**src/rtl/smachine_device_ctrl.sv**
```systemverilog
// S-Machine device controller: LED register, debounced switch with
// sticky rising-edge event and interrupt, behind a req/ack bus port.
//
// Ports:
//   clk, reset      - clock; async active-high reset
//   enable          - global run enable (gates new bus accesses only)
//   req, we         - access request (held until ack), 1 = store
//   addr, wdata     - access address and store data
//   rdata, ack      - load data (zero unless ack), one-cycle completion
//   hit             - combinational address-window match
//   switch          - raw asynchronous switch pin
//   led, irq        - LED drive, switch event interrupt
module smachine_device_ctrl #(
    parameter logic [7:0] DEV_BASE        = 8'hF0,
    parameter int         DEBOUNCE_CYCLES = 4
) (
    input  logic       clk,
    input  logic       reset,
    input  logic       enable,
    input  logic       req,
    input  logic       we,
    input  logic [7:0] addr,
    input  logic [7:0] wdata,
    output logic [7:0] rdata,
    output logic       ack,
    output logic       hit,
    input  logic       switch,
    output logic       led,
    output logic       irq
);

    localparam int CW = $clog2(DEBOUNCE_CYCLES + 1);
    localparam logic [CW-1:0] DB_MAX = CW'(DEBOUNCE_CYCLES);

    typedef enum logic [1:0] {IDLE, EXEC, RESP, HOLD} state_t;

    state_t        state;
    state_t        state_n;
    logic          we_q;
    logic [1:0]    off_q;
    logic [1:0]    wd_q;
    logic [7:0]    rd_cap;
    logic [7:0]    rd_mux;
    logic          led_r;
    logic          ie;
    logic          evt;
    logic          level;
    logic          level_d;
    logic [1:0]    sync_q;
    logic [CW-1:0] cnt;
    logic          accept;
    logic          exec_wr;
    logic          clr;
    logic          rise;
    logic          unused_wdata;

    // Only the low two data bits carry meaning in any register.
    assign unused_wdata = ^wdata[7:2];

    assign hit     = (addr[7:2] == DEV_BASE[7:2]);
    assign accept  = enable & req & hit;
    assign exec_wr = (state == EXEC) & we_q;
    assign clr     = exec_wr & (off_q == 2'd1) & wd_q[1];
    assign rise    = level & ~level_d;
    assign led     = led_r;
    assign irq     = evt & ie;

    always_comb begin
        rd_mux = 8'h00;
        unique case (off_q)
            2'd0: rd_mux = {7'b0, led_r};
            2'd1: rd_mux = {6'b0, evt, level};
            2'd2: rd_mux = {7'b0, ie};
            2'd3: rd_mux = 8'h00;
        endcase
    end

    always_comb begin
        state_n = state;
        unique case (state)
            IDLE: if (accept) state_n = EXEC;
            EXEC: state_n = RESP;
            RESP: state_n = HOLD;
            HOLD: if (!req) state_n = IDLE;
        endcase
    end

    always_ff @(posedge clk or posedge reset) begin
        if (reset) begin
            state  <= IDLE;
            we_q   <= 1'b0;
            off_q  <= 2'd0;
            wd_q   <= 2'd0;
            rd_cap <= 8'h00;
            ack    <= 1'b0;
            rdata  <= 8'h00;
            led_r  <= 1'b0;
            ie     <= 1'b0;
        end else begin
            state <= state_n;
            if (state == IDLE && accept) begin
                we_q  <= we;
                off_q <= addr[1:0];
                wd_q  <= wdata[1:0];
            end
            if (state == EXEC)
                rd_cap <= we_q ? 8'h00 : rd_mux;
            if (exec_wr && off_q == 2'd0)
                led_r <= wd_q[0];
            if (exec_wr && off_q == 2'd2)
                ie <= wd_q[0];
            // Registered response keeps rdata at zero outside the ack cycle.
            ack   <= (state == RESP);
            rdata <= (state == RESP) ? rd_cap : 8'h00;
        end
    end

    always_ff @(posedge clk or posedge reset) begin
        if (reset) begin
            sync_q  <= 2'b00;
            cnt     <= '0;
            level   <= 1'b0;
            level_d <= 1'b0;
            evt     <= 1'b0;
        end else begin
            sync_q  <= {sync_q[0], switch};
            level_d <= level;
            if (sync_q[1] == level) begin
                cnt <= '0;
            end else if (cnt == DB_MAX) begin
                level <= sync_q[1];
                cnt   <= '0;
            end else begin
                cnt <= cnt + CW'(1);
            end
            // A new rising edge beats a simultaneous clear.
            if (rise)
                evt <= 1'b1;
            else if (clr)
                evt <= 1'b0;
        end
    end

endmodule

```
**config.mk**
```make
export PLATFORM = sky130hd
export DESIGN_NAME = smachine_device_ctrl
export DESIGN_NICKNAME = d
export VERILOG_FILES = /design/src/rtl/smachine_device_ctrl.sv
export SDC_FILE = /design/constraint.sdc
export NUM_CORES = 1
export LEC_CHECK = 0
export ABC_CLOCK_PERIOD_IN_PS = 2000
export BUFFER_PORTS_ARGS = -buffer_cell sky130_fd_sc_hd__buf_2
export CORE_MARGIN = 2
export CORE_UTILIZATION = 49
export CTS_CLUSTER_DIAMETER = 30
export DETAILED_ROUTE_END_ITERATION = 16
export PLACE_DENSITY = 0.77
export SLEW_MARGIN = 20
export SYNTH_ARGS = -nofsm -noshare
export SYNTH_HDL_FRONTEND = slang
export SYNTH_SLANG_ARGS = --single-unit
```
**constraint.sdc**
```tcl
create_clock -name clk -period 2 [get_ports clk]
set_input_delay 0.2 -clock clk [delete_from_list [all_inputs] [get_ports clk]]
set_output_delay 0.2 -clock clk [all_outputs]
set_load 0.02 [all_outputs]
```
==> metrics.txt <==
status=finished, final reports clean; Final setup violation count=0; Fmax=650 MHz; Yosys Warn Count=0; Area Overhead vs Synth=16.3%; DR pass1 iterations=3; CTS Root Cell=clkbuf_4; CTS tree=built; worst slack, placed=530 ps; CP max stage delay=430 ps; startpoint types=register; vias in the first global route=690; Hold/Removal Path Class=in -> async; Int Pwr=891 uW; final hold viol count=0; WL final=1690 um; CP Max Fanout=5; Synth area leader=dfrtp_1; worst vdd ir=0.000745 V; crit path kind=reg -> reg; CP cell instances=inv_1 -> ha_1 -> nand2_1 -> nor3_1 -> mux2_2; setup_tns=0 ps; CP required=2210 ps; Nets=143; Ports=34; MaxCap Viol Count=0; Logic pwr share=0.269; Gate Count Post-Synth=88; register area share after synthesis=0.511; post-route ant nets=0; CORE AREA=2020 um^2; Clock Power Share=0.266; # DRC=0; final slew viol count=0; die area=2590 um^2; Avg Inst Size Synth=12.2 um^2; Tmin final=1540 ps; # rows=16; Clock transition at path regs=120 ps; Via density=4.79; share of the synthesized area in the top cell type=0.511; Num CTS Buffers=3; n_diodes=0; first-pass GRT wire length=2880 um; slowest CP cell=dfrtp_1; CP delay by family, top=flip-flops; post-CTS sizing=0; WL per Instance=12.1 um; die width=50.9 um; number of unique standard cell types used by synthesis=24; Port Buf Inserts=21; initial antenna violation count=0; Synth Register Bits=22; Worst Clk Skew=3.60 ps; CTS sink count=22; Worst Path Arrival=1750 ps; WP buf/inv=1; share of layout cells above drive strength 1=0.327; Post-Place Cells=135; Final period util=0.769; kind of end point of the critical path=register; starting density of the core=0.533; Final Util=0.619; Global Route Usage Sum=0.150; Mapped Area=1080 um^2; Power Dens Cells=1020 nW/um^2; Psw=389 uW; RePlAce Congestion=0.720; Synth area leaders=dfrtp_1 (51%), ha_1 (8.1%), mux2_4 (7.0%), buf_4 (4.2%), mux2_2 (4.2%); H-tree levels=1; share of total power in sequential cells=0.464; grt ovf=0; post-detail-place hpwl=1210 um; pin count of the biggest net entering global routing=23; non-filler cells, final=140; RSZ-0062 raised after global routing=no; DR vias=671; Worst-Margin Slew=786 ps; slew margin rel.=0.476; Starting DRT DRC Count=17; Die H=50.9 um; sw frac=0.304; Leak Pwr=0.000649 uW; clk buf depth=2; PnR worst setup slack=462 ps; Clk Latency, worst-skew pair=310 ps
[layout by cell type (no fill, tap or decap), types with 4 or more instances in the layout]
master and n:
dfrtp_1 22, buf_2 21, inv_1 8, nand2_1 7, ha_1 7, conb_1 6, mux2_4 5, nor2_1 5
o21ai_0 4, mux2_2 4
[synthesized netlist by cell type (all sizes together)]
cell,count
nor2,6
inv,8
nand4bb,1
and2,3
nand2b,1
dfrtp,22
mux2,9
nor2b,2
ha,7
nor3,1
conb,1
nand2,7
o22ai,1
nor3b,1
buf,6
nand4,2
mux2i,3
a21oi,1
xnor2,1
o21ai,4
nand4b,1
[cell families (layout without fill, tap and decap cells)]
family / after synthesis / count (layout) / synth area share
flops: 22 / 22 / 0.511
fa+ha+maj: 7 / 7 / 0.0813
compound gates: 6 / 6 / 0.0290
mux: 12 / 12 / 0.139
other cells: 1 / 6 / 0.00348
xor+xnor: 1 / 1 / 0.00813
buf+inv: 14 / 34 / 0.0697
simple gates: 25 / 25 / 0.158
[through the flow]
stage                     hold slack [ps]  instance area, um^2  power [uW]
after global placement                308                 1190         923
after CTS                            44.0                 1250        1300
final                                12.0                 1250        1280
after global routing                 82.2                 1250        1370
after floorplan                       189                 1100         863
after detailed placement              310                 1190         948
[area by class of cell]
type                    count  area, um^2
multi-input cells          57         470
well taps                  27        33.8
repair buffers             22         115
flip-flops and latches     22         551
clock buffers               3        22.5
inverters                   8        30.0
clock inverters             1        30.0
fillers                   160         769
[path summary, 6_finish.rpt]
path	from	slack, ps	to	depth (start not counted)
setup / recovery	state[1]	460	led	5
hold / removal	reset	10	rdata[0]	2
setup reg to reg	state[1]	460	led	5
hold reg to reg	sync_q[0]	370	sync_q[1]	0
max in group asynchronous	reset	1500	sync_q[0]	2
min in group clk	wdata[1]	110	wd_q[1]	2
[per-layer routing]
metal | track usage | routed length [um] | vias to the layer above
met4 | 0.0270 | 10 | 0
li1 | - | - | 326
met2 | 0.265 | 828 | 24
met3 | 0.0614 | 106 | 2
met5 | 0 | 0 | -
met1 | 0.173 | 749 | 319
[state kept, by name, summed over array words and instances, names as in the netlist]
| name | cells |
|---|---|
| ack | 1 |
| cnt | 3 |
| evt | 1 |
| ie | 1 |
| led | 1 |
| level | 1 |
| level_d | 1 |
| off_q | 2 |
| rd_cap | 2 |
| rdata | 2 |
| state | 2 |
| sync_q | 2 |
| wd_q | 2 |
| we_q | 1 |
[power by group through the flow]
| stage | clock (uW) | combinational, uW | sequential (uW) |
|---|---|---|---|
| 6_report | 341 | 345 | 595 |
| 5_1_grt | 364 | 395 | 608 |
| 3_3_place_gp | 0 | 326 | 597 |
| 4_1_cts | 354 | 352 | 595 |
| 3_5_place_dp | 0 | 346 | 602 |
| 2_1_floorplan | 0 | 265 | 598 |
[repair_timing]
item	in CTS	in global routing
hold buffers	1	0
setup endpoints to repair	0	0
endpoints found under the hold margin	1	0
setup buffers	0	0
(Power assumes the default switching activity.)
